## config.mk

```make
export PLATFORM = sky130hd
export DESIGN_NAME = io_ctrl
export DESIGN_NICKNAME = d
export VERILOG_FILES = /design/src/rtl/io_ctrl.sv
export SDC_FILE = /design/constraint.sdc
export NUM_CORES = 1
export LEC_CHECK = 0
export ABC_AREA = 1
export BUFFER_PORTS_ARGS = -buffer_cell sky130_fd_sc_hd__buf_2
export CAP_MARGIN = 20
export CORE_MARGIN = 8
export CORE_UTILIZATION = 50
export CTS_BUF_LIST = sky130_fd_sc_hd__clkbuf_4 sky130_fd_sc_hd__clkbuf_8 sky130_fd_sc_hd__clkbuf_16
export DETAILED_ROUTE_END_ITERATION = 10
export PLACE_DENSITY = 0.68
export SETUP_SLACK_MARGIN = 0.02
export SLEW_MARGIN = 40
export SYNTH_ARGS = -nofsm -noshare
export SYNTH_HDL_FRONTEND = slang
export SYNTH_SLANG_ARGS = --single-unit
```

## constraint.sdc

```tcl
create_clock -name clk -period 5.4 [get_ports clk]
set_input_delay 0.54 -clock clk [delete_from_list [all_inputs] [get_ports clk]]
set_output_delay 0.54 -clock clk [all_outputs]
set_load 0.005 [all_outputs]
```

## src/rtl/io_ctrl.sv

```systemverilog
// io_ctrl: UART-side I/O glue. Received bytes are buffered and packed into
// 32-bit words for the CPU; outgoing bytes are queued and handed to the
// transmitter one at a time by a small handshake FSM.
module io_ctrl #(
  parameter int RX_DEPTH = 16,
  parameter int TX_DEPTH = 8
) (
  input  logic        clk,
  input  logic        rstn,
  input  logic [7:0]  rx_data,
  input  logic        rx_valid,
  output logic        recv_valid,
  output logic [31:0] recv_word,
  input  logic        read_ack,
  input  logic        tx_req,
  input  logic [7:0]  tx_byte,
  output logic        tx_stall,
  output logic [7:0]  tx_data,
  output logic        tx_start,
  input  logic        tx_busy,
  output logic        rx_overrun
);

  localparam int RX_AW = $clog2(RX_DEPTH);
  localparam int TX_AW = $clog2(TX_DEPTH);
  localparam logic [RX_AW:0] RX_FULL = (RX_AW + 1)'(RX_DEPTH);
  localparam logic [TX_AW:0] TX_FULL = (TX_AW + 1)'(TX_DEPTH);
  localparam logic [2:0]     WORD_BYTES = 3'd4;

  typedef enum logic [1:0] {
    TX_IDLE,
    TX_START,
    TX_WAIT,
    TX_BUSY
  } tx_state_e;

  // ---------------------------------------------------------------------
  // Receive side
  // ---------------------------------------------------------------------
  logic [7:0]       rx_mem [RX_DEPTH];
  logic [RX_AW-1:0] rx_wr_q, rx_wr_d;
  logic [RX_AW-1:0] rx_rd_q, rx_rd_d;
  logic [RX_AW:0]   rx_cnt_q, rx_cnt_d;
  logic             rx_full, rx_empty, rx_push, rx_pop;
  logic [2:0]       byte_cnt_q, byte_cnt_d;
  logic [31:0]      word_q, word_d;
  logic             recv_valid_q;
  logic             overrun_q, overrun_d;

  assign rx_full  = (rx_cnt_q == RX_FULL);
  assign rx_empty = (rx_cnt_q == '0);
  assign rx_pop   = (byte_cnt_q < WORD_BYTES) && !rx_empty;
  // A full FIFO still takes a byte when the word assembler frees a slot.
  assign rx_push  = rx_valid && (!rx_full || rx_pop);

  // NOTE: every signal driven here is given a default before any branch, so
  // no path leaves it unassigned and no latch is inferred.
  always_comb begin
    rx_wr_d    = rx_wr_q;
    rx_rd_d    = rx_rd_q;
    rx_cnt_d   = rx_cnt_q;
    byte_cnt_d = byte_cnt_q;
    word_d     = word_q;
    overrun_d  = overrun_q | (rx_valid & rx_full & ~rx_pop);

    if (rx_push) rx_wr_d = rx_wr_q + RX_AW'(1);
    if (rx_pop)  rx_rd_d = rx_rd_q + RX_AW'(1);

    case ({rx_push, rx_pop})
      2'b10:   rx_cnt_d = rx_cnt_q + (RX_AW + 1)'(1);
      2'b01:   rx_cnt_d = rx_cnt_q - (RX_AW + 1)'(1);
      default: rx_cnt_d = rx_cnt_q;
    endcase

    if (rx_pop) begin
      word_d[{byte_cnt_q[1:0], 3'b000} +: 8] = rx_mem[rx_rd_q];
      byte_cnt_d = byte_cnt_q + 3'd1;
    end else if (read_ack && recv_valid_q) begin
      byte_cnt_d = '0;
    end
  end

  // NOTE: FIFO storage carries no reset; the pointers and counts alone
  // decide what is valid, so clearing the array would only cost area.
  always_ff @(posedge clk) begin
    if (rx_push) rx_mem[rx_wr_q] <= rx_data;
  end

  // ---------------------------------------------------------------------
  // Transmit side
  // ---------------------------------------------------------------------
  logic [7:0]       tx_mem [TX_DEPTH];
  logic [TX_AW-1:0] tx_wr_q, tx_wr_d;
  logic [TX_AW-1:0] tx_rd_q, tx_rd_d;
  logic [TX_AW:0]   tx_cnt_q, tx_cnt_d;
  logic             tx_full, tx_empty, tx_push, tx_pop;
  tx_state_e        tx_state_q, tx_state_d;
  logic             wait_q, wait_d;
  logic [7:0]       tx_data_q, tx_data_d;

  assign tx_full  = (tx_cnt_q == TX_FULL);
  assign tx_empty = (tx_cnt_q == '0);
  assign tx_push  = tx_req && !tx_full;

  always_comb begin
    tx_state_d = tx_state_q;
    wait_d     = wait_q;
    tx_pop     = 1'b0;
    tx_start   = 1'b0;

    case (tx_state_q)
      TX_IDLE: begin
        if (!tx_empty && !tx_busy) begin
          tx_pop     = 1'b1;
          tx_state_d = TX_START;
        end
      end
      TX_START: begin
        tx_start   = 1'b1;
        wait_d     = 1'b0;
        tx_state_d = TX_WAIT;
      end
      TX_WAIT: begin
        // Give the transmitter two cycles to raise busy; a short frame may
        // already be over, so a silent transmitter sends us back to idle.
        if (tx_busy)      tx_state_d = TX_BUSY;
        else if (wait_q)  tx_state_d = TX_IDLE;
        else              wait_d     = 1'b1;
      end
      TX_BUSY: begin
        if (!tx_busy) tx_state_d = TX_IDLE;
      end
      default: tx_state_d = TX_IDLE;
    endcase
  end

  always_comb begin
    tx_wr_d   = tx_wr_q;
    tx_rd_d   = tx_rd_q;
    tx_cnt_d  = tx_cnt_q;
    tx_data_d = tx_data_q;

    if (tx_push) tx_wr_d = tx_wr_q + TX_AW'(1);
    if (tx_pop) begin
      tx_rd_d   = tx_rd_q + TX_AW'(1);
      tx_data_d = tx_mem[tx_rd_q];
    end

    case ({tx_push, tx_pop})
      2'b10:   tx_cnt_d = tx_cnt_q + (TX_AW + 1)'(1);
      2'b01:   tx_cnt_d = tx_cnt_q - (TX_AW + 1)'(1);
      default: tx_cnt_d = tx_cnt_q;
    endcase
  end

  always_ff @(posedge clk) begin
    if (tx_push) tx_mem[tx_wr_q] <= tx_byte;
  end

  // ---------------------------------------------------------------------
  // State registers
  // ---------------------------------------------------------------------
  // NOTE: non-blocking assignments make every flop sample the pre-edge value
  // of the others, independent of statement order.
  always_ff @(posedge clk or negedge rstn) begin
    if (!rstn) begin
      rx_wr_q      <= '0;
      rx_rd_q      <= '0;
      rx_cnt_q     <= '0;
      byte_cnt_q   <= '0;
      word_q       <= '0;
      recv_valid_q <= 1'b0;
      overrun_q    <= 1'b0;
      tx_wr_q      <= '0;
      tx_rd_q      <= '0;
      tx_cnt_q     <= '0;
      tx_state_q   <= TX_IDLE;
      wait_q       <= 1'b0;
      tx_data_q    <= '0;
    end else begin
      rx_wr_q      <= rx_wr_d;
      rx_rd_q      <= rx_rd_d;
      rx_cnt_q     <= rx_cnt_d;
      byte_cnt_q   <= byte_cnt_d;
      word_q       <= word_d;
      recv_valid_q <= (byte_cnt_d == WORD_BYTES);
      overrun_q    <= overrun_d;
      tx_wr_q      <= tx_wr_d;
      tx_rd_q      <= tx_rd_d;
      tx_cnt_q     <= tx_cnt_d;
      tx_state_q   <= tx_state_d;
      wait_q       <= wait_d;
      tx_data_q    <= tx_data_d;
    end
  end

  assign recv_valid = recv_valid_q;
  assign recv_word  = word_q;
  assign rx_overrun = overrun_q;
  assign tx_stall   = tx_full;
  assign tx_data    = tx_data_q;

endmodule

```

==> impl_metrics.json, run 1 <==
{
  "vias": 7063,
  "io_buffers": 65,
  "hold_buffers": 0,
  "h-tree-depth": 1,
  "clkLatencyLatePin_ns": 0.54,
  "crit_path_class": "flop to flop",
  "num-nets-final": 1056,
  "critPathRequiredTime_ns": 5.82,
  "worst_setup_hold_path_clk_slew_ns": 0.06,
  "start_util": 0.509,
  "placed_cells_incl_taps": 1266,
  "synth_area_um2": 11200,
  "cts_tree": "built",
  "grt_setup_unrepaired": "false",
  "yosys_most_used_dff": "sky130_fd_sc_hd__edfxtp_1",
  "detail_route.wirelength_mm": 22.3,
  "ff_latch_count_synth": 263,
  "setup_total_negative_slack_ns": 0,
  "std_cell_rows": 54,
  "ant_nets": 0,
  "die_area_um2": 27300,
  "regToRegStartpoint": "rx_rd_q[0]",
  "postSynthNetCount": 1000,
  "diodes": 0,
  "grt_use_total": 0.166,
  "clock_sink_count": 263,
  "drt-wirelength-per-cell_um": 16.9,
  "run_status": "finished clean",
  "drv_slew": 0,
  "place_ws_ns": 2.81,
  "number_of_gates_resized_after_cts": 0,
  "min_period_ns": 2.54,
  "die_w_um": 165,
  "power.ir.vdd_worst_mv": 0.302,
  "critPathArrivalTime_ns": 2.96,
  "num_io_pins": 66,
  "layout_commonest_cell": "sky130_fd_sc_hd__edfxtp_1",
  "firstDrtPassIters": 6,
  "slew_headroom": 0.442,
  "initial_antenna_violation_count": 0,
  "layout.cells.non_filler": 1318,
  "power_per_cell_area_nw_per_um2": 435,
  "synth_edf_count": 192,
  "syn-mean-instance-area_um2": 11.6,
  "synth_cell_types": 40,
  "regToRegEndpoint": "recv_word[7]",
  "gp_congestion": 0.820,
  "hold_viol": 0,
  "grt_pass1_vias": 7064,
  "number_of_clock_buffers_inserted_by_tritoncts": 28,
  "viasPerCell": 5.36,
  "setup_viol": 0,
  "worstPathMaxFanout": 66,
  "share_of_the_clock_period_used_by_the_worst_path": 0.470,
  "cap_violations": 0,
  "most-common-layout-cells": "sky130_fd_sc_hd__edfxtp_1 (192), sky130_fd_sc_hd__nand2_1 (158), sky130_fd_sc_hd__inv_1 (98), sky130_fd_sc_hd__dfrtp_1 (68), sky130_fd_sc_hd__buf_2 (64)",
  "reg2reg_slack_ns": 2.86,
  "first_iter_violations": 546,
  "r2r.worst_path.cells": 7,
  "core_um2": 21900,
  "async_reset_ff_frac": 0.270,
  "cellLeakagePower_nw": 5.08,
  "global_route.overflow_total": 0,
  "die_h_um": 165,
  "start_kind": "flop",
  "yosysWarningCount": 0,
  "setup_bufs_post_cts": 0,
  "largest_net_degree_at_the_start_of_global_routing": 72,
  "max_clock_freq_mhz": 394,
  "drcViolationCount": 0,
  "worst-slew-pin-transition_ns": 0.833,
  "hpwl_mm": 14.3,
  "area_growth_pct": 12.8,
  "layout-drive-gt1-share": 0.150,
  "ctsLongestPathBuffers": 3,
  "timing.critical_path.to_type": "flop",
  "min-delay-path-class": "input pin to asynchronous set/reset pin",
  "synthesis.instances": 960,
  "grt_pass1_wl_mm": 36.4,
  "postLayoutSetupSlackWorst_ns": 2.86,
  "finalClockSkew_ns": 0.0190,
  "synth_seq_area_share": 0.676,
  "clk_root_buffer_cell": "sky130_fd_sc_hd__clkbuf_16"
}
-- cell type report --
| class | instances | area, µm² |
|---|---|---|
| Clock buffer | 37 | 781 |
| Clock inverter | 15 | 154 |
| Fill cell | 1864 | 9310 |
| Inverter | 108 | 408 |
| Multi-Input combinational cell | 548 | 2990 |
| Sequential cell | 263 | 7550 |
| Tap cell | 280 | 350 |
| Timing Repair Buffer | 67 | 347 |
-- registers in the layout, summed over array words and instances (netlist names) --
register	cells
rx_mem	128
tx_mem	64
recv_word	32
tx_data	8
rx_cnt_q	5
rx_rd_q	4
rx_wr_q	4
tx_cnt_q	4
byte_cnt_q	3
tx_rd_q	3
tx_wr_q	3
tx_state_q	2
recv_valid	1
rx_overrun	1
wait_q	1
-- metrics by stage --
step                instance area, µm²  hold WS (ns)   util  power, mW
floorplan                        11200         0.244      -       3.29
global placement                 11600         0.462  0.530       3.57
detailed placement               11600         0.469  0.531       3.61
CTS                              12600        0.0332  0.574       5.51
global route                     12600        0.0618  0.575       5.77
finish                           12600        0.0150  0.575       5.47
-- worst max path at each step --
stage,startpoint,to,depth (start not counted)
after floorplan,tx_busy,tx_cnt_q[2],11
after global placement,tx_busy,tx_cnt_q[2],11
after detailed placement,tx_busy,tx_cnt_q[2],11
after CTS,rx_rd_q[0],recv_word[1],7
after global routing,rx_rd_q[0],recv_word[1],7
final,rx_rd_q[0],recv_word[7],7
-- critical path: stages (launching register included) --
cell,delay [ns]
sky130_fd_sc_hd__dfrtp_4,0.82
sky130_fd_sc_hd__buf_4,0.63
sky130_fd_sc_hd__a21oi_1,0.14
sky130_fd_sc_hd__o21ai_0,0.12
sky130_fd_sc_hd__nand3_1,0.10
sky130_fd_sc_hd__nand3_1,0.16
sky130_fd_sc_hd__nand2_1,0.17
sky130_fd_sc_hd__a22o_1,0.24
-- Yosys cell counts, types with 2 or more instances --
master | number | area (µm²)
sky130_fd_sc_hd__o22ai_1 | 8 | 50.1
sky130_fd_sc_hd__nand3_1 | 61 | 305
sky130_fd_sc_hd__buf_1 | 4 | 15.0
sky130_fd_sc_hd__buf_4 | 2 | 15.0
sky130_fd_sc_hd__buf_2 | 9 | 45.0
sky130_fd_sc_hd__nor2_1 | 66 | 248
sky130_fd_sc_hd__xor2_1 | 10 | 87.6
sky130_fd_sc_hd__a22o_1 | 8 | 70.1
sky130_fd_sc_hd__xnor2_1 | 5 | 43.8
sky130_fd_sc_hd__a21oi_1 | 37 | 185
sky130_fd_sc_hd__nand4_1 | 22 | 138
sky130_fd_sc_hd__nand2_1 | 158 | 593
sky130_fd_sc_hd__nand2_4 | 3 | 33.8
sky130_fd_sc_hd__dfrtp_1 | 71 | 1780
sky130_fd_sc_hd__o221ai_1 | 8 | 70.1
sky130_fd_sc_hd__o21ai_0 | 46 | 230
sky130_fd_sc_hd__nor2_4 | 2 | 22.5
sky130_fd_sc_hd__edfxtp_1 | 192 | 5770
sky130_fd_sc_hd__buf_6 | 10 | 113
sky130_fd_sc_hd__ha_1 | 18 | 225
sky130_fd_sc_hd__inv_2 | 7 | 26.3
sky130_fd_sc_hd__o211ai_1 | 40 | 300
sky130_fd_sc_hd__inv_1 | 99 | 372
sky130_fd_sc_hd__clkbuf_1 | 16 | 60.1
sky130_fd_sc_hd__nor2_2 | 4 | 25.0
sky130_fd_sc_hd__o21ai_1 | 40 | 200
-- report_power, final --
part           internal (mW)  total [mW]  switching (mW)
combinational          0.299       0.899           0.600
sequential              2.46        2.67           0.205
clock                   1.16        1.90           0.745
total                   3.92        5.47            1.55
-- metal layers --
| layer | share of wire | GRT usage | up-vias |
|---|---|---|---|
| met5 | 0 | 0 | - |
| met4 | 0.024 | 0.0495 | 0 |
| met3 | 0.054 | 0.0265 | 44 |
| met2 | 0.49 | 0.282 | 161 |
| met1 | 0.43 | 0.218 | 3380 |
| li1 | - | - | 3478 |
-- cell families after synthesis --
logic type | share of synthesized area
simple gates | 0.131
flops | 0.676
compound gates | 0.102
buf+inv | 0.0588
fa+ha+maj | 0.0202
xor+xnor | 0.0118
Note: power is estimated with default switching activity, not from simulation.
==> run 2: changes to the inputs <==
==> constraint.sdc (replaced) <==
create_clock -name clk -period 2.5 [get_ports clk]
set_input_delay 0.25 -clock clk [delete_from_list [all_inputs] [get_ports clk]]
set_output_delay 0.25 -clock clk [all_outputs]
set_load 0.005 [all_outputs]
==> impl_metrics.json, run 2 (synthesis gave the netlist of run 1 again) <==
{
  "initial_antenna_violation_count": 0,
  "num-nets-final": 1083,
  "critical-path-max-stage-delay_ns": 0.63,
  "grt_pass1_wl_mm": 38.0,
  "run_status": "finished clean",
  "viasPerCell": 5.34,
  "firstDrtPassIters": 5,
  "start_kind": "flop",
  "power_per_cell_area_nw_per_um2": 917,
  "die_area_um2": 27300,
  "hold_viol": 0,
  "critPathSlowestCell": "sky130_fd_sc_hd__nor2_1",
  "finalClockSkew_ns": 0.0243,
  "grt_use_total": 0.176,
  "layout_commonest_cell": "sky130_fd_sc_hd__edfxtp_1",
  "start_util": 0.509,
  "number_of_clock_buffers_inserted_by_tritoncts": 28,
  "most-common-layout-cells": "sky130_fd_sc_hd__edfxtp_1 (192), sky130_fd_sc_hd__nand2_1 (158), sky130_fd_sc_hd__inv_1 (99), sky130_fd_sc_hd__dfrtp_1 (69), sky130_fd_sc_hd__nor2_1 (65)",
  "critPathArrivalTime_ns": 2.23,
  "timing.critical_path.to_type": "flop",
  "cellLeakagePower_nw": 5.21,
  "area_growth_pct": 14.4,
  "clkLatencyLatePin_ns": 0.55,
  "final_core_util": 0.583,
  "core_um2": 21900,
  "grt_pass1_vias": 7093,
  "worst-slew-pin-transition_ns": 0.812,
  "largest_net_degree_at_the_start_of_global_routing": 50,
  "setup_total_negative_slack_ns": 0,
  "die_w_um": 165,
  "reg2reg_slack_ns": 0.43,
  "ctsLongestPathBuffers": 3,
  "timing.hold.worst_endpoint": "tx_mem[1][0]",
  "cap_violations": 0,
  "die_h_um": 165,
  "num_io_pins": 66,
  "gp_congestion": 0.820,
  "drt-wirelength-per-cell_um": 17.6,
  "layout-drive-gt1-share": 0.152,
  "holdCritStartpoint": "tx_byte[0]",
  "global_route.overflow_total": 0,
  "largest_register_ff_count": 128,
  "critPathMostFrequentCell": "sky130_fd_sc_hd__nand2_1",
  "max_clock_freq_mhz": 484,
  "diodes": 0,
  "r2r.worst_path.cells": 6,
  "registers.top_by_ff_count": "rx_mem",
  "min-delay-path-class": "input pin to flop",
  "share_of_the_clock_period_used_by_the_worst_path": 0.827,
  "crit_chain": "nor2_2 > nand4_1 > nand2_1 > inv_2 > nand2_1 > nor2_1",
  "ant_nets": 0,
  "io_buffers": 65,
  "drv_slew": 0,
  "power.ir.vdd_worst_mv": 0.864,
  "number_of_gates_resized_after_cts": 0,
  "drcViolationCount": 0,
  "clock_sink_count": 263,
  "worst_setup_hold_path_clk_slew_ns": 0.06,
  "setup_viol": 0,
  "total_power_mw": 11.7,
  "setup_bufs_post_cts": 0,
  "first_iter_violations": 545,
  "crit_path_class": "flop to flop",
  "cts_tree": "built",
  "regToRegStartpoint": "rx_cnt_q[0]",
  "grt_setup_unrepaired": "false",
  "detail_route.wirelength_mm": 23.6,
  "min_period_ns": 2.07,
  "vias": 7185,
  "critPathRequiredTime_ns": 2.66,
  "regToRegEndpoint": "rx_mem[3][1]",
  "hpwl_mm": 15.4,
  "h-tree-depth": 1,
  "clk_root_buffer_cell": "sky130_fd_sc_hd__clkbuf_16",
  "std_cell_rows": 54,
  "hold-path-cell-count": 1,
  "worstPathMaxFanout": 8,
  "slew_headroom": 0.457
}
==> run 2: cell types whose count changed in the layout (fill, tap and decap cells not counted) <==
cell / delta
sky130_fd_sc_hd__inv_2: -1
sky130_fd_sc_hd__clkbuf_8: -2
sky130_fd_sc_hd__bufinv_16: -2
sky130_fd_sc_hd__nor2_2: -13
sky130_fd_sc_hd__dfrtp_1: +1
sky130_fd_sc_hd__nor2_1: +13
sky130_fd_sc_hd__inv_1: +1
sky130_fd_sc_hd__clkinv_1: -1
sky130_fd_sc_hd__dlygate4sd3_1: +7
sky130_fd_sc_hd__buf_12: +4
sky130_fd_sc_hd__buf_4: +17
sky130_fd_sc_hd__buf_6: -1
sky130_fd_sc_hd__clkbuf_4: +5
sky130_fd_sc_hd__dfrtp_2: -1
==> run 2: worst max path at each step <==
| stage | startpoint | slack [ns] | depth (start not counted) | to |
|---|---|---|---|---|
| finish | rx_cnt_q[0] | 0.43 | 6 | rx_mem[3][1] |
| global route | tx_cnt_q[1] | 0.29 | 10 | tx_cnt_q[2] |
| CTS | rx_cnt_q[0] | 0.37 | 6 | rx_mem[9][6] |
| detailed placement | rx_cnt_q[0] | 0.36 | 6 | rx_mem[9][2] |
| global placement | rx_cnt_q[0] | 0.45 | 6 | rx_mem[3][7] |
| floorplan | tx_state_q[1] | 0.49 | 11 | tx_cnt_q[2] |
==> run 2: per-layer routing <==
layer	up-vias	part of all wire	GRT usage
li1	3527	-	-
met1	3472	0.45	0.235
met2	149	0.48	0.295
met3	37	0.041	0.0270
met4	0	0.022	0.0483
met5	-	0	0
==> run 2: area by class of cell <==
cell class                      instances  area, µm²
Tap cell                              280        350
Clock inverter                         12       90.1
Timing Repair Buffer                   94        613
Clock buffer                           40        791
Fill cell                            1799       9140
Sequential cell                       263       7550
Multi-Input combinational cell        548       2960
Inverter                              108        408
==> run 2: timing repair <==
item / 4_1_cts / 5_1_grt
hold endpoints to repair: 81 / 0
setup endpoints to repair: 0 / 0
hold buffers: 7 / 0
==> run 2: worst max-delay path: cells and delay by family (launching register included) <==
family                 cells  cell delay [ns]
buffers and inverters      1             0.15
DFF                        1             0.44
and+or+nand+nor            5             1.10
==> run 2: report_power, final <==
group	internal [mW]	leakage [nW]	switching, mW
Clock	2.30	0.449	1.63
Combinational	0.722	2.11	1.41
Sequential	5.32	2.65	0.303
==> run 2: per-stage QoR <==
stage / hold WS, ns / area (µm²) / worst slack [ns] / std cells
after floorplan: -0.0456 / 11200 / 0.492 / 960
after global placement: 0.280 / 11800 / 0.452 / 1286
after detailed placement: 0.289 / 11800 / 0.361 / 1286
after CTS: 0.00522 / 12800 / 0.367 / 1345
after global routing: 0.0124 / 12800 / 0.289 / 1345
final: 0.0187 / 12800 / 0.432 / 1345
